`src/rtl/multicycle_control.sv`:
```
// multicycle_control: main control unit of the multicycle MIPS core.
// Moore FSM driving every datapath control input, ALU decoder for R-type
// instructions, and a retired-instruction counter.
// Optional feature macro: MC_INTERRUPT_EN adds a one-cycle IRQ entry state
// taken at the end of a legal instruction while irq is high.
module multicycle_control #(
  parameter int CNT_W = 32
) (
  input  logic             clk,
  input  logic             rst_n,
  input  logic [5:0]       op,
  input  logic [5:0]       funct,
  input  logic             irq,
  output logic             irqAck,
  output logic [1:0]       aluControl,
  output logic             aluSrcA,
  output logic [1:0]       aluSrcB,
  output logic [1:0]       PCSource,
  output logic             RegWrite,
  output logic             RegDst,
  output logic             MemtoReg,
  output logic             lorD,
  output logic             MemWrite,
  output logic             IRWrite,
  output logic             PCWrite,
  output logic             isBranch,
  output logic             isInterrupted,
  output logic             illegalOp,
  output logic [CNT_W-1:0] retired,
  output logic [3:0]       stateOut
);

  localparam logic [5:0] OP_RTYPE = 6'b000000;
  localparam logic [5:0] OP_LW    = 6'b100011;
  localparam logic [5:0] OP_SW    = 6'b101011;
  localparam logic [5:0] OP_BEQ   = 6'b000100;
  localparam logic [5:0] OP_ADDI  = 6'b001000;
  localparam logic [5:0] OP_J     = 6'b000010;

  localparam logic [5:0] FN_ADD = 6'b100000;
  localparam logic [5:0] FN_SUB = 6'b100010;
  localparam logic [5:0] FN_AND = 6'b100100;
  localparam logic [5:0] FN_OR  = 6'b100101;

  localparam logic [1:0] ALU_ADD = 2'b00;
  localparam logic [1:0] ALU_SUB = 2'b01;
  localparam logic [1:0] ALU_AND = 2'b10;
  localparam logic [1:0] ALU_OR  = 2'b11;

  typedef enum logic [3:0] {
    S_IDLE   = 4'd0,
    S_FETCH  = 4'd1,
    S_DECODE = 4'd2,
    S_MEMADR = 4'd3,
    S_MEMRD  = 4'd4,
    S_MEMWB  = 4'd5,
    S_MEMWR  = 4'd6,
    S_RTEXEC = 4'd7,
    S_ALUWB  = 4'd8,
    S_BRANCH = 4'd9,
    S_ADDIEX = 4'd10,
    S_ADDIWB = 4'd11,
    S_JUMP   = 4'd12
`ifdef MC_INTERRUPT_EN
    ,
    S_IRQ    = 4'd13
`endif
  } state_t;

  state_t           r_state;
  state_t           w_next;
  state_t           w_end_target;
  logic             r_is_sw;
  logic             w_end;
  logic             w_funct_legal;
  logic [CNT_W-1:0] r_retired;

  // Only the four supported R-type functions are legal
  assign w_funct_legal = (funct == FN_ADD) || (funct == FN_SUB) ||
                         (funct == FN_AND) || (funct == FN_OR);

`ifdef MC_INTERRUPT_EN
  // A pending interrupt diverts the end of a legal instruction into IRQ
  assign w_end_target = irq ? S_IRQ : S_FETCH;
`else
  logic w_unused_irq;
  assign w_unused_irq = irq;
  assign w_end_target = S_FETCH;
`endif

  assign retired  = r_retired;
  assign stateOut = r_state;

  // State register; reset mid-instruction aborts straight to IDLE
  always_ff @(posedge clk or negedge rst_n) begin
    if (!rst_n) begin
      r_state <= S_IDLE;
    end else begin
      r_state <= w_next;
    end
  end

  // Remember lw/sw choice in DECODE so op is not needed again in MEMADR
  always_ff @(posedge clk or negedge rst_n) begin
    if (!rst_n) begin
      r_is_sw <= 1'b0;
    end else if (r_state == S_DECODE) begin
      r_is_sw <= (op == OP_SW);
    end else begin
      r_is_sw <= r_is_sw;
    end
  end

  // Retired counter steps on the edge that completes a legal instruction
  always_ff @(posedge clk or negedge rst_n) begin
    if (!rst_n) begin
      r_retired <= {CNT_W{1'b0}};
    end else if (w_end) begin
      r_retired <= r_retired + {{(CNT_W-1){1'b0}}, 1'b1};
    end else begin
      r_retired <= r_retired;
    end
  end

  // Next-state logic and Moore control outputs (funct also used in RTEXEC)
  always_comb begin
    w_next        = r_state;
    w_end         = 1'b0;
    irqAck        = 1'b0;
    aluControl    = ALU_ADD;
    aluSrcA       = 1'b0;
    aluSrcB       = 2'b00;
    PCSource      = 2'b00;
    RegWrite      = 1'b0;
    RegDst        = 1'b0;
    MemtoReg      = 1'b0;
    lorD          = 1'b0;
    MemWrite      = 1'b0;
    IRWrite       = 1'b0;
    PCWrite       = 1'b0;
    isBranch      = 1'b0;
    isInterrupted = 1'b0;
    illegalOp     = 1'b0;
    case (r_state)
      S_IDLE: begin
        w_next = S_FETCH;
      end
      S_FETCH: begin
        IRWrite = 1'b1;
        PCWrite = 1'b1;
        aluSrcB = 2'b01;
        w_next  = S_DECODE;
      end
      S_DECODE: begin
        aluSrcB = 2'b11;
        case (op)
          OP_LW, OP_SW: w_next = S_MEMADR;
          OP_RTYPE: begin
            if (w_funct_legal) begin
              w_next = S_RTEXEC;
            end else begin
              illegalOp = 1'b1;
              w_next    = S_FETCH;
            end
          end
          OP_BEQ:  w_next = S_BRANCH;
          OP_ADDI: w_next = S_ADDIEX;
          OP_J:    w_next = S_JUMP;
          default: begin
            illegalOp = 1'b1;
            w_next    = S_FETCH;
          end
        endcase
      end
      S_MEMADR: begin
        aluSrcA = 1'b1;
        aluSrcB = 2'b10;
        w_next  = r_is_sw ? S_MEMWR : S_MEMRD;
      end
      S_MEMRD: begin
        lorD   = 1'b1;
        w_next = S_MEMWB;
      end
      S_MEMWB: begin
        MemtoReg = 1'b1;
        RegWrite = 1'b1;
        w_end    = 1'b1;
        w_next   = w_end_target;
      end
      S_MEMWR: begin
        lorD     = 1'b1;
        MemWrite = 1'b1;
        w_end    = 1'b1;
        w_next   = w_end_target;
      end
      S_RTEXEC: begin
        aluSrcA = 1'b1;
        case (funct)
          FN_SUB:  aluControl = ALU_SUB;
          FN_AND:  aluControl = ALU_AND;
          FN_OR:   aluControl = ALU_OR;
          default: aluControl = ALU_ADD;
        endcase
        w_next = S_ALUWB;
      end
      S_ALUWB: begin
        RegDst   = 1'b1;
        RegWrite = 1'b1;
        w_end    = 1'b1;
        w_next   = w_end_target;
      end
      S_BRANCH: begin
        aluSrcA    = 1'b1;
        aluControl = ALU_SUB;
        PCSource   = 2'b01;
        isBranch   = 1'b1;
        w_end      = 1'b1;
        w_next     = w_end_target;
      end
      S_ADDIEX: begin
        aluSrcA = 1'b1;
        aluSrcB = 2'b10;
        w_next  = S_ADDIWB;
      end
      S_ADDIWB: begin
        RegWrite = 1'b1;
        w_end    = 1'b1;
        w_next   = w_end_target;
      end
      S_JUMP: begin
        PCSource = 2'b10;
        PCWrite  = 1'b1;
        w_end    = 1'b1;
        w_next   = w_end_target;
      end
`ifdef MC_INTERRUPT_EN
      S_IRQ: begin
        isInterrupted = 1'b1;
        PCSource      = 2'b11;
        PCWrite       = 1'b1;
        irqAck        = 1'b1;
        w_next        = S_FETCH;
      end
`endif
      default: begin
        w_next = S_IDLE;
      end
    endcase
  end

endmodule
```
`config.mk`:
```
export PLATFORM = sky130hd
export DESIGN_NAME = multicycle_control
export DESIGN_NICKNAME = d
export VERILOG_FILES = /design/src/rtl/multicycle_control.sv
export SDC_FILE = /design/constraint.sdc
export NUM_CORES = 1
export LEC_CHECK = 0
export ABC_AREA = 1
export ABC_CLOCK_PERIOD_IN_PS = 1800
export CELL_PAD_IN_SITES_DETAIL_PLACEMENT = 2
export CELL_PAD_IN_SITES_GLOBAL_PLACEMENT = 2
export CORE_UTILIZATION = 25
export DETAILED_ROUTE_END_ITERATION = 10
export PLACE_DENSITY = 0.92
export SYNTH_ARGS = -nofsm -noshare
export SYNTH_HDL_FRONTEND = slang
export SYNTH_SLANG_ARGS = --single-unit
```
`constraint.sdc`:
```
create_clock -name clk -period 1.8 [get_ports clk]
set_input_delay 0.36 -clock clk [delete_from_list [all_inputs] [get_ports clk]]
set_output_delay 0.36 -clock clk [all_outputs]
set_load 0.01 [all_outputs]
```
==> impl_metrics.yaml, run 1 <==
outcome:
  status: "complete, but fails checks"
  violations: "setup timing"
timing:
  slew_viol_final: 0
  min_period_over_period_pct: 108
  setup_ws_ps: -136
  worst_pin_slew_ps: 552
  setup_viol: 10
  hold_violations: 0
  final.setup.tns_ps: -518
  fin_crit_ps: 1940
  relSlewSlack_pct: 63.0
  max_freq_mhz: 516
  skew_ps: 5.76
  rsz0062_at_grt: "true"
final_layout:
  fill_cells: 1235
  nNetsFinal: 582
  drive_gt1_share_pct: 32.6
  area_delta_synth_final_pct: 69.1
  fin_area_sq_um: 4520
  diodes: 0
  final_util_pct: 43.6
  fin_cells: 703
logic_synthesis:
  synth.area.mux_share_pct: 0
  yosys-top-cells-count: "170 x nand2_1, 79 x nor2_1, 55 x inv_1, 37 x dfrtp_1, 37 x nand3_1"
  synth_top_area_share_pct: 34.6
  yosys-top-cells-area: "dfrtp_1 35%, nand2_1 24%, nor2_1 11%, inv_1 7.7%, nand3_1 6.9%"
  avgSynthCellArea_sq_um: 6.11
  synth-edff-count: 0
  synth_xor_area_share_pct: 2.29
  ys_async_sr_fraction_pct: 100
  ys_ff_latch: 37
  synthCells: 438
  synth-adder-area-share_pct: 0.468
  synthMostInstantiatedCell: "nand2_1"
  yosysUniqueCellTypes: 27
  synth_top_family_by_area: "simple AND/OR/NAND/NOR gates"
  synthSimpleGateAreaFrac_pct: 48.8
  synth_warnings: 0
  ys.flop_type: "dfrtp_1"
  synth_top_area_cell: "dfrtp_1"
  syn_area_sq_um: 2680
  synth_compound_area_share_pct: 2.90
  synth-seq-area-share_pct: 34.6
global_routing:
  grt_max_degree: 20
  grt_pass1_vias: 3813
  grt_busiest_layer: "met2"
  grt_usage_pct: 22.3
  antenna_found_initial: 0
  grt_pass1_wl_um: 19300
  grt-ovfl-total: 0
  grtUsageMet2_pct: 45.2
  use_met3_pct: 4.08
  grt_util_met1_pct: 22.2
clocking:
  cts.clk_slew.worst_paths_ps: 80
  cts_buffer_depth: 2
  cts-buffers-inserted: 5
  tritoncts: "yes"
  clock_latency_ps: 300
  root_buffer: "clkbuf_8"
  ctsHoldBuffers: 0
  cts_sinks: 37
  htreeDepth: 2
route:
  wl_per_cell_um: 18.9
  ant_nets: 0
  drt_first_iter_violations: 111
  routed_wl_um: 13300
  via_per_inst: 4.87
  drc: 0
  dr.pass1.iters: 6
  via_count: 3423
worst_setup_path:
  ff2ff_path_depth: 12
  critPathKind: "reg2out"
  startpoint: "stateOut[2]$_DFF_PN0_"
  cp.required_ps: 1440
  cpPeakStageDelay_ps: 410
  arrival_ps: 1580
  crit_chain: "nor2_2 -> inv_2 -> nor2_4 -> buf_4 -> nand2_1 -> nor3b_2 -> buf_2"
  crit_slowest_cell: "dfrtp_1"
  cp_max_fo: 2
  critPathLaunchType: "flip-flop"
  endpoint_kind: "output port"
  timing.rr.start: "stateOut[1]$_DFF_PN0_"
placed_design:
  dp.cells: 671
  gp_congestion: 0.780
  dpl_cell_area_sq_um: 3760
  port_buffers: 65
  hpwl_um: 8630
  pre_cts_ws_ps: -737
die:
  dieArea_sq_um: 11100
  initial_utilization_pct: 25.8
  core_sq_um: 10400
  die_h_um: 105
  io_pins: 69
  row_count: 37
  fp.dieW_um: 105
job:
  maxCapViolations: 0
power:
  leakagePower_uw: 0.00219
  vdd_drop_max_mv: 0.488
  p_per_area_nw_per_um2: 939
min_path:
  hp-class: "in2async"
-- layer usage --
metal,up-vias,share of wire [%]
met3,20,3.0
met4,0,2.3
met5,-,0
met1,1720,37
li1,1603,-
met2,80,58
-- worst max-delay path: cells and delay by family (launching register included) --
kind	cells	cell delay (ps)
flip-flops	1	410
buffers and inverters	3	360
AND/OR/NAND/NOR	4	490
-- sequential cells by signal, indices dropped and copies added (netlist names) --
name and cells:
retired 32, r_is_sw 1, stateOut 4
-- worst paths after layout --
kind	end	slack, ps
min reg2reg	retired[20]$_DFFE_PN0P_	560
max in group asynchronous	retired[27]$_DFFE_PN0P_	1270
min	retired[17]$_DFFE_PN0P_	30
max reg2reg	retired[10]$_DFFE_PN0P_	-30
max	illegalOp	-140
min in group clk	r_is_sw$_DFFE_PN0P_	510
-- through the flow --
stage	hold WS, ps	power [uW]
finish	28.4	4250
CTS	40.4	3610
floorplan	64.4	1710
global placement	360	2600
detailed placement	371	2690
global route	45.5	4450
-- power by group --
part / internal [uW] / switching, uW / total, uW
Sequential: 911 / 95.9 / 1010
Clock: 347 / 336 / 683
Combinational: 1250 / 1310 / 2560
Total: 2500 / 1740 / 4250
-- cell type report --
class	instances	area (sq um)	area share, %
multi-input combinational	336	1810	40.1
timing repair buffer	130	1290	28.6
sequential	37	928	20.5
inverter	56	218	4.81
tap	136	170	3.76
clock buffer	7	96.3	2.13
clock inverter	1	5.00	0.111
-- logic make-up (layout without fill, tap and decap cells) --
logic type,Yosys count,after routing
simple gates,312,312
buf+inv,66,194
flops,37,37
compound gates,14,14
xor+xnor,7,7
fa+ha+maj,1,1
other cells,1,2
-- what timing repair did --
| action | CTS | global route |
|---|---|---|
| gates resized for setup | 119 | 101 |
| endpoints found under the setup margin | 27 | 46 |
| pin swaps | 17 | 32 |
| gates cloned | 1 | 5 |
| buffers inserted | 7 | 12 |
-- cell usage in the layout, fill, tap and decap left out, types with 6 or more instances in the layout --
master	netlist	routed
inv_2	1	16
nand2_4	1	9
nor2_1	79	58
clkdlybuf4s50_1	0	37
nand4_1	9	9
nor2_2	3	12
nor2_4	2	14
nand2_2	1	21
inv_1	55	38
nand2_1	170	140
xor2_1	7	7
buf_4	6	40
clkbuf_8	0	7
dlymetal6s2s_1	0	6
buf_2	2	13
dfrtp_1	37	35
nand3_1	37	30
buf_6	2	19
(Power assumes the default switching activity.)
==> run 2: changes to the inputs <==
--- a/config.mk
+++ b/config.mk
@@ -8,8 +8,6 @@
 export ABC_AREA = 1
-export ABC_CLOCK_PERIOD_IN_PS = 1800
-export CELL_PAD_IN_SITES_DETAIL_PLACEMENT = 2
-export CELL_PAD_IN_SITES_GLOBAL_PLACEMENT = 2
-export CORE_UTILIZATION = 25
+export ABC_CLOCK_PERIOD_IN_PS = 2000
+export CORE_UTILIZATION = 50
 export DETAILED_ROUTE_END_ITERATION = 10
-export PLACE_DENSITY = 0.92
+export PLACE_DENSITY = 0.94
 export SYNTH_ARGS = -nofsm -noshare
==> constraint.sdc (replaced) <==
create_clock -name clk -period 2 [get_ports clk]
set_input_delay 0.3 -clock clk [delete_from_list [all_inputs] [get_ports clk]]
set_output_delay 0.3 -clock clk [all_outputs]
set_load 0.01 [all_outputs]
==> run 2 against run 1 <==
  * The run now ends clean
  * Critical endpoint is now IRWrite
  * Register-to-register slack better by 190 ps
  * Sequential power shrank 9.7%
  * Clock skew rose by 5.9 ps
  * Combinational power is 53% lower
==> impl_metrics.yaml, run 2 (synthesis results as in run 1) <==
worst_setup_path:
  cpPeakStageDelay_ps: 560
  crit_slowest_cell: "clkdlybuf4s50_1"
  endpoint_kind: "output port"
  critPathKind: "reg2out"
  startpoint: "stateOut[1]$_DFF_PN0_"
  critPathLaunchType: "flip-flop"
  ff2ff_path_depth: 10
  crit_chain: "nor2_2 -> inv_1 -> nor2_2 -> clkdlybuf4s50_1"
  timing.rr.start: "retired[0]$_DFFE_PN0P_"
  arrival_ps: 1660
  r2r_end: "retired[30]$_DFFE_PN0P_"
  cpMostUsedCell: "nor2_2"
  cp.required_ps: 1700
  cp_max_fo: 5
  rrSetupSlack_ps: 160
global_routing:
  grt_max_degree: 49
  grt_usage_pct: 27.9
  antenna_found_initial: 0
  grt-ovfl-total: 0
  grt_pass1_vias: 2846
  grt_pass1_wl_um: 11900
timing:
  final.setup.tns_ps: 0
  max_freq_mhz: 510
  slew_viol_final: 0
  skew_ps: 11.7
  hold_violations: 0
  fin_crit_ps: 1960
  worst_pin_slew_ps: 825
  relSlewSlack_pct: 45.0
  setup_viol: 0
  min_period_over_period_pct: 98.1
route:
  routed_wl_um: 7300
  drc: 0
  via_count: 3025
  drt_first_iter_violations: 341
  via_per_inst: 5.14
  ant_nets: 0
  wl_per_cell_um: 12.4
  dr.pass1.iters: 4
job:
  maxCapViolations: 0
final_layout:
  area.sequential_sq_um: 927
  final_common_cell: "nand2_1"
  diodes: 0
  area_delta_synth_final_pct: 34.9
  layout_common_cells: "168 x nand2_1, 70 x nor2_1, 55 x inv_1"
  drive_gt1_share_pct: 9.44
  largest_reg_flops: 32
  multi_input_area_sq_um: 1520
  fill_cells: 443
  fin_cells: 589
  nNetsFinal: 535
die:
  initial_utilization_pct: 52.0
  core_sq_um: 5140
  io_pins: 69
  die_h_um: 75.1
  dieArea_sq_um: 5650
  row_count: 26
  fp.dieW_um: 75.1
clocking:
  clock_latency_ps: 300
  cts_sinks: 37
  tritoncts: "yes"
  root_buffer: "clkbuf_8"
  htreeDepth: 2
  cts_buffer_depth: 2
  ctsHoldBuffers: 0
  cts-buffers-inserted: 5
  cts.clk_slew.worst_paths_ps: 80
placed_design:
  port_buffers: 65
  hpwl_um: 5410
  gp_congestion: 0.974
  dp.cells: 578
power:
  vdd_drop_max_mv: 0.674
  leakagePower_uw: 0.00183
  p_per_area_nw_per_um2: 735
outcome:
  status: "complete, no violations"
min_path:
  hp-class: "in2async"
==> run 2: cell types whose count changed in the layout (fill, tap and decap cells not counted), moves of 8 or more <==
cell	before	now
buf_2	13	2
inv_2	16	1
nand2_4	9	1
nor2_1	58	70
nand2_2	21	3
clkdlybuf4s50_1	37	47
buf_6	19	0
nand2_1	140	168
buf_4	40	18
inv_1	38	55
nor2_4	14	6
==> run 2: worst max path at each step <==
| stage | slack, ps | cells after the start | end |
|---|---|---|---|
| detailed placement | -300 | 10 | illegalOp |
| finish | 40 | 4 | IRWrite |
| global placement | -250 | 10 | illegalOp |
| global route | -30 | 5 | IRWrite |
| floorplan | 480 | 5 | illegalOp |
| CTS | -0.8 | 10 | illegalOp |
==> run 2: critical path: cells and delay by family, from the launching register on <==
kind,cells,cell delay (ps)
AND/OR/NAND/NOR,2,270
buffers and inverters,2,630
flip-flops,1,470
==> run 2: timing repair <==
| action | 4_1_cts | 5_1_grt |
|---|---|---|
| resized for setup | 26 | 14 |
| pin swaps | 3 | 1 |
| setup endpoints to repair | 14 | 8 |
| setup buffers | 3 | 1 |
==> run 2: per-layer routing <==
metal | routed length [um] | vias to the layer above | track usage [%]
met5 | 0 | - | 0
met4 | 177 | 0 | 12.1
met3 | 420 | 22 | 5.49
met2 | 3690 | 127 | 50.4
met1 | 3010 | 1372 | 32.0
li1 | - | 1504 | -
==> run 2: cell type report <==
type,instances,area share [%]
Inverter,56,5.83
Clock inverter,1,0.208
Multi-Input combinational cell,336,42.1
Clock buffer,6,2.29
Tap cell,70,2.43
Sequential cell,37,25.7
Timing Repair Buffer,83,21.5
==> run 2: power by group <==
| part | leakage, uW | switching [uW] | total [uW] | internal [uW] |
|---|---|---|---|---|
| Sequential | 0.000506 | 91.2 | 912 | 821 |
| Clock | 0.0000433 | 273 | 545 | 272 |
| Combinational | 0.00128 | 696 | 1200 | 500 |
==> run 2: metrics by stage <==
step | instance area [sq um] | setup slack (ps) | utilization (%) | hold WS (ps) | total power [uW]
2_1_floorplan | 2680 | 478 | - | 4.41 | 1540
3_3_place_gp | 3440 | -253 | 66.9 | 434 | 2000
3_5_place_dp | 3440 | -296 | 66.9 | 440 | 2020
4_1_cts | 3580 | -0.758 | 69.6 | 121 | 2610
5_1_grt | 3610 | -25.1 | 70.2 | 163 | 2800
6_report | 3610 | 37.5 | 70.2 | 93.0 | 2650
==> run 3: changes to the inputs <==
Settings changed: CORE_UTILIZATION 50 to 40, PLACE_DENSITY 0.94 to 0.8, SKIP_CTS_REPAIR_TIMING set to 1.
==> run 3 against run 2 <==
  * The run now ends with setup timing left
  * Clock-buffer cell count is 1 higher
  * Register-to-register slack better by 50 ps
  * Sequential share of layout area decreased by 0.41 points
  * Worst setup slack got worse by 150 ps
  * Global-route usage is 6.4 points lower
  * Final area rose by 2.0%
  * Sequential power grew 3.7%
  * Wire length up 0.60%
  * Hold slack better by 31 ps
  * Clock power down 2%
  * Critical endpoint is now RegWrite
  * Largest power group unchanged
==> impl_metrics.yaml, run 3 (synthesis results as in run 1) <==
timing:
  fin_crit_ps: 2110
  min_period_over_period_pct: 105
  slew_viol_final: 0
  skew_ps: 2.25
  holdWs_ps: 124
  setup_viol: 2
  hold_violations: 0
  setup_ws_ps: -109
  rsz0062_at_grt: "true"
  worst_pin_slew_ps: 866
  max_freq_mhz: 474
  relSlewSlack_pct: 42.3
outcome:
  violations: "setup timing"
  status: "complete, but fails checks"
worst_setup_path:
  cp_num_buf_inv: 3
  arrival_ps: 1810
  crit_chain: "inv_1 -> nor2_4 -> nand2_1 -> nand2_1 -> nor2_4 -> inv_1 -> clkdlybuf4s50_1"
  cp_max_fo: 5
  critPathKind: "reg2out"
  crit_family: "buffers and inverters"
  crit_slowest_cell: "clkdlybuf4s50_1"
  cp.required_ps: 1700
  endpoint_kind: "output port"
  cpPeakStageDelay_ps: 470
  critPathLaunchType: "flip-flop"
power:
  leakagePower_uw: 0.00189
  p_per_area_nw_per_um2: 735
  vdd_drop_max_mv: 0.614
route:
  ant_nets: 0
  routed_wl_um: 7340
  via_per_inst: 4.95
  wl_per_cell_um: 12.3
  drc: 0
  drt_first_iter_violations: 168
  dr.pass1.iters: 4
  via_count: 2962
global_routing:
  grt_pass1_vias: 2832
  grt-ovfl-total: 0
  antenna_found_initial: 0
  grt_max_degree: 38
  grt_usage_pct: 21.5
  grt_pass1_wl_um: 12300
clocking:
  cts_buffer_depth: 2
  clock_latency_ps: 290
  tritoncts: "yes"
  root_buffer: "clkbuf_8"
  cts.clk_slew.worst_paths_ps: 70
  cts_sinks: 37
  htreeDepth: 2
  cts-buffers-inserted: 5
placed_design:
  port_buffers: 65
  gp_congestion: 0.896
  hpwl_um: 5550
final_layout:
  drive_gt1_share_pct: 9.98
  multi_input_area_sq_um: 1520
  fill_cells: 623
  final_util_pct: 57.7
  area.sequential_sq_um: 931
  diodes: 0
  nNetsFinal: 537
  area_delta_synth_final_pct: 37.7
  largest_reg_flops: 32
  final_common_cell: "nand2_1"
  layout_common_cells: "169 x nand2_1, 68 x nor2_1, 55 x inv_1"
die:
  die_h_um: 83.8
  row_count: 29
  core_sq_um: 6390
  dieArea_sq_um: 7020
  fp.dieW_um: 83.8
  initial_utilization_pct: 41.9
  io_pins: 69
min_path:
  hp-class: "in2async"
job:
  maxCapViolations: 0
run 3: changes by cell type in the layout (fill, tap and decap cells not counted), moves of 2 or more:
cell	before	now
dfrtp_2	1	4
buf_12	0	2
clkdlybuf4s50_1	47	52
nor2_2	8	10
dlygate4sd2_1	8	0
nor2_1	70	68
dlymetal6s2s_1	6	11
dfrtp_1	36	33
run 3: metal layers:
layer | up-vias | GRT usage (%) | part of all wire, %
met5 | - | 0 | 0
met4 | 0 | 7.40 | 2.4
met3 | 16 | 5.44 | 6.3
met2 | 110 | 38.4 | 50
met1 | 1328 | 24.9 | 41
li1 | 1508 | - | -
run 3: through the flow:
stage	power (uW)	setup TNS, ps	cells	setup slack (ps)	cell area [sq um]
2_1_floorplan	1540	0	439	478	2680
3_3_place_gp	2040	-309	583	-255	3460
3_5_place_dp	2050	-385	583	-292	3460
4_1_cts	2600	-2080	590	-311	3540
5_1_grt	2870	-432	598	-170	3680
6_report	2710	-207	598	-109	3680
run 3: final timing paths:
path,depth (start not counted),end,slack [ps],start
max,7,RegWrite,-110,stateOut[0]$_DFF_PN0_
min,1,retired[9]$_DFFE_PN0P_,120,rst_n
max reg2reg,10,retired[3]$_DFFE_PN0P_,210,stateOut[0]$_DFF_PN0_
min reg2reg,2,r_is_sw$_DFFE_PN0P_,530,r_is_sw$_DFFE_PN0P_
max in group asynchronous,1,stateOut[0]$_DFF_PN0_,1280,rst_n
min in group clk,2,r_is_sw$_DFFE_PN0P_,530,r_is_sw$_DFFE_PN0P_
run 3: power by group:
| part | internal [uW] | switching [uW] |
|---|---|---|
| logic | 559 | 667 |
| clock network | 274 | 261 |
| registers | 825 | 122 |
run 3: cell type report:
cell class | count | area share, %
Timing Repair Buffer | 85 | 22.9
Multi-Input combinational cell | 336 | 41.1
Tap cell | 77 | 2.62
Clock buffer | 7 | 2.34
Sequential cell | 37 | 25.3
Inverter | 56 | 5.71
